`src/rtl/map_pkg.sv`:
```
// Shared map definitions: geometry, block ids, address packing and controller states.
package map_pkg;

    localparam int unsigned MAP_BITS   = 5;
    localparam int unsigned MAP_ADDR_W = 15;
    localparam int unsigned BLOCK_ID_W = 5;

    localparam logic [BLOCK_ID_W-1:0] AIR     = 5'd0;
    localparam logic [BLOCK_ID_W-1:0] BEDROCK = 5'd1;
    localparam logic [BLOCK_ID_W-1:0] STONE   = 5'd2;
    localparam logic [BLOCK_ID_W-1:0] DIRT    = 5'd3;
    localparam logic [BLOCK_ID_W-1:0] GRASS   = 5'd4;

    typedef enum logic {
        FILL  = 1'b0,
        READY = 1'b1
    } state_t;

    // Map RAM is z-major: addr = z*1024 + y*32 + x.
    function automatic logic [MAP_ADDR_W-1:0] pack_addr(
        input logic [MAP_BITS-1:0] x,
        input logic [MAP_BITS-1:0] y,
        input logic [MAP_BITS-1:0] z
    );
        return {z, y, x};
    endfunction

endpackage

```
`src/rtl/terrain_gen.sv`:
```
// Layered procedural terrain: maps a column height z to the block id stored there.
module terrain_gen
    import map_pkg::*;
#(
    parameter logic [BLOCK_ID_W-1:0] BEDROCK_ID = BEDROCK,
    parameter logic [BLOCK_ID_W-1:0] STONE_ID   = STONE,
    parameter logic [BLOCK_ID_W-1:0] DIRT_ID    = DIRT,
    parameter logic [BLOCK_ID_W-1:0] GRASS_ID   = GRASS,
    parameter logic [MAP_BITS-1:0]   STONE_TOP  = 5'd8,
    parameter logic [MAP_BITS-1:0]   DIRT_TOP   = 5'd11
) (
    input  logic [MAP_BITS-1:0]   z,
    output logic [BLOCK_ID_W-1:0] block_id
);

    always_comb begin
        block_id = AIR;
        if (z == '0)
            block_id = BEDROCK_ID;
        else if (z < STONE_TOP)
            block_id = STONE_ID;
        else if (z < DIRT_TOP)
            block_id = DIRT_ID;
        else if (z == DIRT_TOP)
            block_id = GRASS_ID;
    end

endmodule

```
`src/rtl/map_writer.sv`:
```
// Write-side controller for the voxel map RAM: power-up terrain fill, then
// place/break commands over a valid/ready handshake, one RAM write each.
module map_writer
    import map_pkg::*;
#(
    parameter logic [BLOCK_ID_W-1:0] BEDROCK_ID = BEDROCK,
    parameter logic [BLOCK_ID_W-1:0] STONE_ID   = STONE,
    parameter logic [BLOCK_ID_W-1:0] DIRT_ID    = DIRT,
    parameter logic [BLOCK_ID_W-1:0] GRASS_ID   = GRASS,
    parameter logic [MAP_BITS-1:0]   STONE_TOP  = 5'd8,
    parameter logic [MAP_BITS-1:0]   DIRT_TOP   = 5'd11,
    parameter logic [BLOCK_ID_W-1:0] MAX_ID     = 5'd15
) (
    input  logic                  clk,
    input  logic                  rst_n,
    input  logic                  fill_start,
    input  logic                  cmd_valid,
    output logic                  cmd_ready,
    input  logic [MAP_BITS-1:0]   cmd_x,
    input  logic [MAP_BITS-1:0]   cmd_y,
    input  logic [MAP_BITS-1:0]   cmd_z,
    input  logic [BLOCK_ID_W-1:0] cmd_id,
    output logic                  cmd_err,
    output logic                  busy,
    output logic [MAP_ADDR_W-1:0] write_addr,
    output logic [BLOCK_ID_W-1:0] write_data,
    output logic                  write_en
);

    state_t                  state;
    logic [MAP_ADDR_W-1:0]   cnt;
    logic [MAP_ADDR_W-1:0]   fill_addr;
    logic [BLOCK_ID_W-1:0]   fill_id;
    logic                    xfer;
    logic                    cmd_bad;

    // A fill restart writes address 0 on the very next edge, so the counter
    // value is overridden here rather than being cleared a cycle late.
    assign fill_addr = fill_start ? '0 : cnt;

    terrain_gen #(
        .BEDROCK_ID (BEDROCK_ID),
        .STONE_ID   (STONE_ID),
        .DIRT_ID    (DIRT_ID),
        .GRASS_ID   (GRASS_ID),
        .STONE_TOP  (STONE_TOP),
        .DIRT_TOP   (DIRT_TOP)
    ) u_terrain (
        .z        (fill_addr[MAP_ADDR_W-1 -: MAP_BITS]),
        .block_id (fill_id)
    );

    assign cmd_ready = (state == READY) && !fill_start;
    assign xfer      = cmd_valid && cmd_ready;
    // Bedrock layer is immutable, including breaks.
    assign cmd_bad   = (cmd_z == '0) || (cmd_id > MAX_ID);

    always_ff @(posedge clk or negedge rst_n) begin
        if (!rst_n) begin
            state      <= FILL;
            cnt        <= '0;
            write_en   <= 1'b0;
            write_addr <= '0;
            write_data <= '0;
            cmd_err    <= 1'b0;
            busy       <= 1'b1;
        end else if (state == FILL) begin
            busy       <= 1'b1;
            cmd_err    <= 1'b0;
            write_en   <= 1'b1;
            write_addr <= fill_addr;
            write_data <= fill_id;
            cnt        <= fill_addr + 1'b1;
            if (fill_addr == '1)
                state <= READY;
        end else if (fill_start) begin
            state    <= FILL;
            cnt      <= '0;
            busy     <= 1'b1;
            write_en <= 1'b0;
            cmd_err  <= 1'b0;
        end else begin
            busy <= 1'b0;
            if (xfer && !cmd_bad) begin
                write_en   <= 1'b1;
                write_addr <= pack_addr(cmd_x, cmd_y, cmd_z);
                write_data <= cmd_id;
                cmd_err    <= 1'b0;
            end else begin
                write_en <= 1'b0;
                cmd_err  <= xfer;
            end
        end
    end

endmodule
```
`config.mk`:
```
export PLATFORM = sky130hd
export DESIGN_NAME = map_writer
export DESIGN_NICKNAME = d
export VERILOG_FILES = /design/src/rtl/map_pkg.sv /design/src/rtl/terrain_gen.sv /design/src/rtl/map_writer.sv
export SDC_FILE = /design/constraint.sdc
export NUM_CORES = 1
export LEC_CHECK = 0
export ABC_AREA = 0
export BUFFER_PORTS_ARGS = -buffer_cell sky130_fd_sc_hd__buf_2
export CORE_ASPECT_RATIO = 0.75
export CORE_MARGIN = 4
export CORE_UTILIZATION = 57
export CTS_CLUSTER_SIZE = 28
export DETAILED_ROUTE_END_ITERATION = 10
export GPL_ROUTABILITY_DRIVEN = 0
export MAX_ROUTING_LAYER = met4
export PLACE_DENSITY = 0.93
export SLEW_MARGIN = 20
export SYNTH_ARGS = -nofsm -noshare
export SYNTH_HDL_FRONTEND = slang
export SYNTH_HIERARCHICAL = 1
export SYNTH_SLANG_ARGS = --single-unit
```
`constraint.sdc`:
```
create_clock -name clk -period 5.7 [get_ports clk]
set_clock_uncertainty 0.2 [all_clocks]
set_input_delay 1.14 -clock clk [delete_from_list [all_inputs] [get_ports clk]]
set_output_delay 1.14 -clock clk [all_outputs]
set_load 0.1 [all_outputs]
```
After elaboration in Yosys (flattened, before gate mapping):

Cells that the tools add are included.

* register bits: 39
* input bits: 24
* output and inout bits: 24
* word-level logic and storage cells: 47

* $add $sub $neg: 1
* magnitude comparators: 3
* eq/ne operators: 4
* multiplexer cells: 23
* reductions and logical operators: 9

Operator list (number)
* $mux 15: 5
* $mux 5: 6
* $add 15x1->15 const B: 1
* $eq 15x15->1 const B: 1
* $mux 1: 11
* $logic_not 5->1: 2
* $lt 5x4->1 const B: 2
* $eq 5x4->1 const B: 1
* $gt 5x4->1 const B: 1
* $logic_and 1x1->1: 3
* $mux 3: 1
* $logic_not 1->1: 2
* $ne 2x1->1 const B: 1
* $ne 2x2->1 const B: 1
* $reduce_and 2->1: 1
* $logic_or 1x1->1: 1

Logic depth before layout (Yosys ltp):

Gate-level depths: netlist of the first run.

* word-level depth: 7
* mapped depth: 7
* gate-level depth less buffers: 6

Hierarchy:

The synthesis of the first run kept the hierarchy.

Modules (own cells, without submodules)
* map_writer: times used 1, cells an instance 181, area each 1889.3 µm², seq. area each 977.2 µm²
* terrain_gen: times used 1, cells an instance 11, area each 77.6 µm², seq. area each 0.0 µm²

Worst setup path after synthesis of the first run:

Ideal clock, no wire load.

* path kind: input to output
* start point: input port fill_start
* end point: output port cmd_ready
* arrival time: 2737 ps
* data required time: 4360 ps
* slack: 1623 ps
* stages: 2
* path buffers: 1
* path through: buf_2 -> nor2b_1

* cells in the longest elaborated chain, start to end: 2

Ends and longest elaborated chain
* from (decl): RTL line map_writer.sv:16 `input logic fill_start,`
* $logic_not 1->1: RTL line map_writer.sv:53 `assign cmd_ready = (state == READY) && !fill_start;`
* $logic_and 1x1->1: RTL line map_writer.sv:53
* to (decl): RTL line map_writer.sv:18 `output logic cmd_ready,`

No other way between the ends.

Worst setup path after layout of the first run:

Ends and elaborated chain as after synthesis.

==> results_dict.tcl, run 1 <==
set metrics [dict create \
    syn_avg_cell_area_um2 10.2 \
    ys_types 41 \
    netlist.area_leader.share 0.483 \
    yosysSeqAreaShare 0.497 \
    p_leak_nw 1.18 \
    ys.flop_type "dfrtp_1" \
    crit_path_top_delay_cell "buf_2" \
    ir_drop_v 0.000122 \
    grt_pass1_vias 1355 \
    synth_simple_gate_area_share 0.193 \
    synth_top_family_by_area "simple AND/OR/NAND/NOR gates" \
    hold_viol_final 0 \
    async_flop_share 1.00 \
    grt_max_degree 46 \
    coreArea_mm2 0.00331 \
    cpPeakStageDelay_ns 0.48 \
    period_share 0.604 \
    root_buffer "clkbuf_8" \
    vias 1520 \
    fmax_mhz 291 \
    crit_buf_inv 2 \
    clock_sinks 39 \
    synth_area_leader_cell "dfrtp_1" \
    ant_nets 0 \
    rsz0062_at_grt "false" \
    synth-xor-area-share 0.0401 \
    synth_compound_area_frac 0.109 \
    first_iter_violations 106 \
    cts_buffers 5 \
    routed_wl_um 3840 \
    grt_pass1_wl_um 6070 \
    antenna_found_initial 0 \
    setup_slack_ns 2.26 \
    dr.pass1.iters 4 \
    relSlewSlack 0.442 \
    synthTopCellsByCount "38 x dfrtp_1, 26 x nor2_1, 23 x a21oi_1" \
    worstHoldPathCells 2 \
    port_buffers 47 \
    track_usage 0.188 \
    vias_per_cell 5.47 \
    min_path_type "reg -> reg" \
    synth.most_common_cell "dfrtp_1" \
    dp_hpwl_um 2710 \
    hold_start "write_addr[4]" \
    ys_top_cells_by_area "dfrtp_1 48%, mux2i_1 9.2%, a21oi_1 5.9%" \
    die-area_mm2 0.00446 \
    dieWidth_um 75.8 \
    critPathLaunchType "primary input" \
    clk_pin_slew_ns 0.07 \
    setup_viol 0 \
    reg2reg_depth 5 \
    fin_tns_setup_ns 0 \
    diodes 0 \
    ys_ff_latch 39 \
    cp_max_fo 22 \
    finalMaxSlewViolations 0 \
    drc 0 \
    htree_num_levels 2 \
    final.min_clock_period_ns 3.44 \
    fillers 243 \
    ys.warnings.count 6 \
    routedWlPerCell_um 13.8 \
    clock_tree.buffer_depth 2 \
    preCtsSetupSlack_ns 2.26 \
    whs_endpoint "write_addr[4]" \
    crit_top_cell "buf_2" \
    r2r_start "state" \
    crit_type "in -> out" \
    final_area_mm2 0.00226 \
    worstSkewPairLatency_ns 0.29 \
    post_dp_cell_area_mm2 0.00218 \
    synth-adder-area-share 0.00636 \
    cts_tree "done" \
    power_density_mw_per_mm2 226 \
    cp.arrival_ns 2.10 \
    nNetsFinal 262 \
    path_delay_family "buffers and inverters" \
    synth_edf_count 0 \
    cap_violations 0 \
    cts_resized 0 \
    required_ns 4.36 \
    ctsHoldBuffers 0 \
    synth_cells 192 \
    cp_cell_sequence "buf_2 > nor2b_1 > buf_2" \
    end_kind "output pin" \
    syn2layout_area_growth_pct 15.1 \
    rr_endpoint "cnt[14]" \
    drive_gt1_frac 0.269 \
    dieHeight_um 58.9 \
    synthMuxAreaShare 0.103 \
    io_pins 48 \
    worst_pin_slew_ns 0.837 \
    postCtsSetupBuffers 0 \
    start_util 0.594 \
    regToRegSetupSlack_ns 3.52 \
    status "finished clean" \
    synth_area_mm2 0.00197 \
    grt-ovfl-total 0 \
    rows 18 \
]
-- worst min-delay path: stages, from the launching register on --
cell and delay [ns]:
dfrtp_1 0.34, nand3_1 0.07, o211ai_1 0.08
-- area by class of cell --
| class | count | area [um2] | area share |
|---|---|---|---|
| flip-flops and latches | 39 | 977 | 0.431 |
| repair buffers | 48 | 243 | 0.107 |
| inverters | 5 | 18.8 | 0.00829 |
| well taps | 40 | 50.0 | 0.0221 |
| clock buffers | 8 | 80.1 | 0.0354 |
| multi-input cells | 138 | 896 | 0.396 |
-- worst max-delay path by stage --
stage / end / cells after the start / slack [ns] / startpoint
CTS: cmd_ready / 3 / 2.26 / fill_start
global placement: cmd_ready / 3 / 2.28 / fill_start
detailed placement: cmd_ready / 3 / 2.26 / fill_start
global route: cmd_ready / 3 / 2.18 / fill_start
floorplan: cmd_ready / 2 / 1.62 / fill_start
finish: cmd_ready / 3 / 2.26 / fill_start
-- cell usage in the layout (no fill, tap or decap), drive strengths merged, types with 3 or more instances in the layout --
master	synthesis	routed
nor2	26	26
nor2b	11	11
xnor2	5	5
buf	7	48
clkbuf	4	8
a21oi	23	23
nor3	3	3
nand2	8	8
nand3	5	5
or3	3	3
inv	5	5
nand4	3	3
o21ai	6	6
xor2	4	4
dfrtp	38	38
mux2i	18	18
-- registers in the layout, indices dropped and copies added, names as in the netlist --
register and count:
write_data 5, state 1, write_en 1, cmd_err 1, write_addr 15, cnt 15
busy 1
-- power breakdown --
group / internal, mW / leakage [nW] / switching, mW
Combinational: 0.0141 / 0.626 / 0.0373
Sequential: 0.282 / 0.518 / 0.00310
Clock: 0.0869 / 0.0395 / 0.0891
Total: 0.383 / 1.18 / 0.129
-- through the flow --
step            util  std cells  power (mW)  hold slack [ns]
4_1_cts        0.684        278       0.517            0.336
3_5_place_dp   0.660        270       0.343            0.320
2_1_floorplan      -        193       0.324            0.313
3_3_place_gp   0.660        270       0.341            0.310
6_report       0.684        278       0.513            0.326
5_1_grt        0.684        278       0.531            0.382
-- kinds of logic after synthesis --
group / count (synthesis)
other: 1
and+or+nand+nor: 70
muxes: 20
adders and majority gates: 1
AOI/OAI and AO/OA: 36
xor gates and xnor gates: 9
buffers and inverters: 16
DFF: 39
-- per-layer routing --
| layer | track usage | vias to the layer above | part of all wire |
|---|---|---|---|
| met4 | 0.0748 | 0 | 0.014 |
| met1 | 0.223 | 717 | 0.44 |
| met3 | 0.0461 | 7 | 0.063 |
| met2 | 0.307 | 44 | 0.48 |
| met5 | - | - | 0 |
| li1 | - | 752 | - |
Power figures use the tool's default switching activity.
==> run 2: changes to the inputs <==
--- a/config.mk
+++ b/config.mk
@@ -5,16 +5,16 @@
 export SDC_FILE = /design/constraint.sdc
 export NUM_CORES = 1
 export LEC_CHECK = 0
-export ABC_AREA = 0
+export ABC_AREA = 1
 export BUFFER_PORTS_ARGS = -buffer_cell sky130_fd_sc_hd__buf_2
 export CORE_ASPECT_RATIO = 0.75
 export CORE_MARGIN = 4
-export CORE_UTILIZATION = 57
+export CORE_UTILIZATION = 49
 export CTS_CLUSTER_SIZE = 28
 export DETAILED_ROUTE_END_ITERATION = 10
 export GPL_ROUTABILITY_DRIVEN = 0
 export MAX_ROUTING_LAYER = met4
-export PLACE_DENSITY = 0.93
+export PLACE_DENSITY = 0.85
 export SLEW_MARGIN = 20
 export SYNTH_ARGS = -nofsm -noshare
 export SYNTH_HDL_FRONTEND = slang
==> constraint.sdc (replaced) <==
create_clock -name clk -period 2.9 [get_ports clk]
set_clock_uncertainty 0.2 [all_clocks]
set_input_delay 0.58 -clock clk [delete_from_list [all_inputs] [get_ports clk]]
set_output_delay 0.58 -clock clk [all_outputs]
set_load 0.1 [all_outputs]
==> results_dict.tcl, run 2 <==
set metrics [dict create \
    final_common_cell "nand2_1" \
    required_ns 2.12 \
    postCtsSetupBuffers 0 \
    min_path_type "in -> async" \
    setup_slack_ns 0.837 \
    finalMaxSlewViolations 0 \
    synth_edf_count 0 \
    diodes 0 \
    drc 0 \
    grt_pass1_vias 1953 \
    root_buffer "clkbuf_8" \
    synth_compound_area_frac 0.0341 \
    synth-xor-area-share 0.0159 \
    cts_tree "done" \
    rows 20 \
    multi_input_area_mm2 0.00103 \
    final_cell_mix "107 x nand2_1, 46 x buf_2, 38 x dfrtp_1" \
    die-area_mm2 0.00564 \
    relSlewSlack 0.415 \
    preCtsSetupSlack_ns 0.626 \
    ant_nets 0 \
    nNetsFinal 366 \
    start_util 0.526 \
    synth-adder-area-share 0.00569 \
    hold_ws_ns 0.212 \
    worst_pin_slew_ns 0.878 \
    cts_buffers 5 \
    netlist.area_leader.share 0.432 \
    fillers 390 \
    dieHeight_um 66.0 \
    synth_top_family_by_area "simple AND/OR/NAND/NOR gates" \
    fin_util 0.615 \
    synth_cells 298 \
    dp_hpwl_um 3880 \
    finalNonFillerCells 397 \
    crit_type "reg -> out" \
    ys_ff_latch 39 \
    grt_max_degree 47 \
    syn2layout_area_growth_pct 16.8 \
    dr.pass1.iters 4 \
    p_leak_nw 1.39 \
    cap_violations 0 \
    routedWlPerCell_um 13.5 \
    worstSkewPairLatency_ns 0.29 \
    yosysSeqAreaShare 0.444 \
    reg_top3 "cnt: 15 flops, write_addr: 15 flops, write_data: 5 flops" \
    syn_avg_cell_area_um2 7.38 \
    dieWidth_um 85.4 \
    vias_per_cell 5.19 \
    hold_viol_final 0 \
    grt-ovfl-total 0 \
    setup_viol 0 \
    port_buffers 47 \
    synth_simple_gate_area_share 0.407 \
    htree_num_levels 2 \
    synthMuxAreaShare 0 \
    synth.most_common_cell "nand2_1" \
    ys_types 29 \
    ys_top_cells_by_area "dfrtp_1 43%, nand2_1 18%, nand3_1 8.2%" \
    track_usage 0.206 \
    cts_resized 0 \
    end_kind "output pin" \
    vias 2060 \
    clock_tree.buffer_depth 2 \
    clock_sinks 39 \
    fmax_mhz 485 \
    grt_pass1_wl_um 8920 \
    io_pins 48 \
    regArea_um2 977 \
    synth_area_mm2 0.00220 \
    synthTopCellsByCount "107 x nand2_1, 38 x dfrtp_1, 36 x nand3_1" \
    dpl.cell_count 389 \
    async_flop_share 1.00 \
    fin_tns_setup_ns 0 \
    status "finished clean" \
    ir_drop_v 0.000238 \
    drive_gt1_frac 0.246 \
    final.min_clock_period_ns 2.06 \
    coreArea_mm2 0.00418 \
    cp_max_fo 22 \
    period_share 0.711 \
    synth_area_leader_cell "dfrtp_1" \
    rsz0062_at_grt "false" \
    ctsHoldBuffers 0 \
    cp.arrival_ns 1.28 \
    ys.flop_type "dfrtp_1" \
    ys.warnings.count 6 \
    routed_wl_um 5370 \
    antenna_found_initial 0 \
    critPathLaunchType "register" \
    power_density_mw_per_mm2 444 \
    clk_pin_slew_ns 0.08 \
    first_iter_violations 142 \
]
run 2: changes by cell type in the layout (fill, tap and decap cells not counted), moves of 11 or more:
cell and change:
nand2_1 +99, mux2i_1 -18, nor2_2 +11, nand3_1 +31
inv_1 +20, a21oi_1 -18
run 2: cells by family (layout without fill, tap and decap cells):
kind of cell / Yosys count / after routing
xor gates and xnor gates: 4 / 4
buffers and inverters: 43 / 86
adders and majority gates: 1 / 1
and+or+nand+nor: 195 / 195
other: 1 / 2
DFF: 39 / 39
AOI/OAI and AO/OA: 15 / 15
run 2: critical path: stages, from the launching register on:
cell     delay [ns]
dfrtp_1        0.39
inv_2          0.32
nor2_4         0.10
buf_12         0.18
run 2: worst paths after layout:
kind	start	to	depth (start not counted)	slack, ns
min in group clk	write_data[4]	write_data[4]	2	0.31
worst max register to register	cnt[1]	cnt[14]	12	1.09
worst min register to register	write_data[4]	write_data[4]	2	0.31
worst min-delay path	rst_n	write_addr[0]	1	0.21
worst max-delay path	state	cmd_ready	3	0.84
max in group asynchronous	rst_n	cnt[13]	1	1.75
run 2: power by group:
group / internal, mW / switching [mW] / leakage (nW)
clock: 0.278 / 0.193 / 0.0612
sequential: 0.554 / 0.00566 / 0.518
combinational: 0.0253 / 0.0853 / 0.810
run 2: stage by stage:
step / power (mW) / instance area [um2]
global route: 1.19 / 2570
CTS: 1.15 / 2570
global placement: 0.678 / 2450
detailed placement: 0.682 / 2450
finish: 1.14 / 2570
floorplan: 0.644 / 2200
run 2: layer usage:
metal | part of all wire | GRT usage | vias to the layer above
met3 | 0.073 | 0.0448 | 6
met2 | 0.46 | 0.330 | 75
met4 | 0.0075 | 0.0553 | 0
met1 | 0.46 | 0.266 | 960
li1 | - | - | 1019
met5 | 0 | - | -
run 2: cell type report:
class,instances,area share
well taps,55,0.0268
clock inverters,2,0.0136
clock buffers,6,0.0321
flip-flops and latches,39,0.380
inverters,29,0.0443
repair buffers,49,0.103
multi-input cells,217,0.399
==> run 3: changes to the inputs <==
--- a/config.mk
+++ b/config.mk
@@ -5,11 +5,11 @@
 export SDC_FILE = /design/constraint.sdc
 export NUM_CORES = 1
 export LEC_CHECK = 0
-export ABC_AREA = 1
+export ABC_AREA = 0
 export BUFFER_PORTS_ARGS = -buffer_cell sky130_fd_sc_hd__buf_2
 export CORE_ASPECT_RATIO = 0.75
 export CORE_MARGIN = 4
-export CORE_UTILIZATION = 49
+export CORE_UTILIZATION = 48
 export CTS_CLUSTER_SIZE = 28
 export DETAILED_ROUTE_END_ITERATION = 10
 export GPL_ROUTABILITY_DRIVEN = 0
==> constraint.sdc (replaced) <==
create_clock -name clk -period 1.8 [get_ports clk]
set_clock_uncertainty 0.2 [all_clocks]
set_input_delay 0.36 -clock clk [delete_from_list [all_inputs] [get_ports clk]]
set_output_delay 0.36 -clock clk [all_outputs]
set_load 0.1 [all_outputs]
==> results_dict.tcl, run 3 (same netlist as run 1, synthesis figures left out) <==
set metrics [dict create \
    ir_drop_v 0.000584 \
    root_buffer "clkbuf_8" \
    globalRouteMet2Util 0.317 \
    dieWidth_um 81.9 \
    nNetsFinal 297 \
    dp_hpwl_um 3500 \
    grt_pass1_wl_um 7890 \
    drive_gt1_frac 0.410 \
    gr-usage-met3 0.0684 \
    p_leak_nw 1.42 \
    p_int_mw 1.25 \
    first_iter_violations 194 \
    hold_viol_final 0 \
    p_sw_mw 0.481 \
    pwr-share-comb 0.134 \
    cp_cell_sequence "nor2b_4 > ha_4 > nand3b_1 > nor4b_4 > nand2_1 > mux2_2" \
    cts_tree "done" \
    final_area_mm2 0.00269 \
    cp_max_fo 3 \
    setup_viol 6 \
    die-area_mm2 0.00520 \
    seqPwrFrac 0.522 \
    start_util 0.517 \
    post_dp_cell_area_mm2 0.00248 \
    worstSkewPairLatency_ns 0.30 \
    period_share 1.11 \
    violations "setup timing" \
    routed_wl_um 5470 \
    end_kind "register" \
    final_cell_mix "45 x buf_2, 38 x dfrtp_1, 32 x buf_4" \
    grt_most_used_layer "met2" \
    syn2layout_area_growth_pct 36.8 \
    crit_type "reg -> reg" \
    reg_top3 "cnt: 15 flops, write_addr: 15 flops, write_data: 5 flops" \
    final_common_cell "buf_2" \
    preCtsSetupSlack_ns -0.267 \
    grt-ovfl-total 0 \
    fin_tns_setup_ns -0.622 \
    coreArea_mm2 0.00380 \
    vias_per_cell 5.38 \
    final.min_clock_period_ns 2.00 \
    diodes 0 \
    clock_sinks 39 \
    htree_num_levels 2 \
    hold_ws_ns 0.0795 \
    critPathLaunchType "register" \
    fmax_mhz 501 \
    clock_tree.buffer_depth 2 \
    required_ns 1.78 \
    fillers 256 \
    antenna_found_initial 0 \
    grt_max_degree 31 \
    power_density_mw_per_mm2 643 \
    min_path_type "in -> reg" \
    rsz0062_at_grt "true" \
    worst_pin_slew_ns 0.511 \
    dieHeight_um 63.4 \
    finalMaxSlewViolations 0 \
    routedWlPerCell_um 16.8 \
    ant_nets 0 \
    cts_buffers 5 \
    clockPowerShare 0.344 \
    status "finished, violations left" \
    crit_buf_inv 0 \
    grt_pass1_vias 1663 \
    vias 1749 \
    drc 0 \
    met1_usage 0.262 \
    dr.pass1.iters 4 \
    cpPeakStageDelay_ns 0.39 \
    p_sw_frac 0.278 \
    clk_pin_slew_ns 0.08 \
    rows 19 \
    track_usage 0.205 \
    cap_violations 0 \
    relSlewSlack 0.662 \
    io_pins 48 \
    crit_path_top_delay_cell "nor4b_4" \
    port_buffers 47 \
    path_delay_family "simple AND/OR/NAND/NOR gates" \
    setup_slack_ns -0.195 \
    cp.arrival_ns 1.98 \
]
## run 3: cell types whose count changed in the layout (fill, tap and decap cells not counted), sizes merged, moves of 4 or more
| cell | delta |
|---|---|
| mux2i | +18 |
| nand4 | -6 |
| inv | -24 |
| nor2b | +11 |
| a21oi | +18 |
| buf | +33 |
| nand3 | -36 |
| nor2 | -4 |
| o21ai | -4 |
| nand2 | -102 |
## run 3: power groups by stage
| stage | Combinational, mW | Clock (mW) | Sequential (mW) |
|---|---|---|---|
| 4_1_cts | 0.217 | 0.604 | 0.902 |
| 2_1_floorplan | 0.0538 | 0 | 0.979 |
| 3_5_place_dp | 0.199 | 0 | 0.918 |
| 3_3_place_gp | 0.192 | 0 | 0.918 |
| 5_1_grt | 0.247 | 0.656 | 0.904 |
| 6_report | 0.231 | 0.595 | 0.902 |
## run 3: layer usage
layer / vias to the layer above / part of all wire
li1: 820 / -
met1: 838 / 0.41
met2: 73 / 0.49
met3: 18 / 0.059
met4: 0 / 0.035
met5: - / 0
## run 3: timing repair
action | 4_1_cts | 5_1_grt
endpoints found under the hold margin | 15 | 0
gates resized for setup | 4 | 8
buffers inserted | 3 | 5
hold buffers | 1 | 0
pin swaps | 3 | 12
endpoints found under the setup margin | 5 | 11
## run 3: worst paths after layout
check,endpoint,from,slack (ns),depth (start not counted)
worst max-delay path,cnt[14],cnt[1],-0.20,6
worst min-delay path,write_data[4],cmd_valid,0.08,2
worst max register to register,cnt[14],cnt[1],-0.20,6
worst min register to register,write_addr[4],write_addr[4],0.35,2
max in group asynchronous,write_addr[0],rst_n,0.59,3
min in group asynchronous,cnt[12],rst_n,0.33,2
## run 3: cell type report
| type | count | area, um2 | share of cell area |
|---|---|---|---|
| clock inverter | 3 | 20.0 | 0.00744 |
| multi-input combinational | 138 | 975 | 0.362 |
| timing repair buffer | 83 | 567 | 0.211 |
| clock buffer | 5 | 68.8 | 0.0256 |
| tap | 52 | 65.1 | 0.0242 |
| inverter | 5 | 18.8 | 0.00697 |
| sequential | 39 | 977 | 0.363 |
## run 3: through the flow
stage	util	power [mW]	instances
after CTS	0.692	1.72	321
after global routing	0.708	1.81	325
after floorplan	-	1.03	193
after global placement	0.653	1.11	309
final	0.708	1.73	325
after detailed placement	0.653	1.12	309
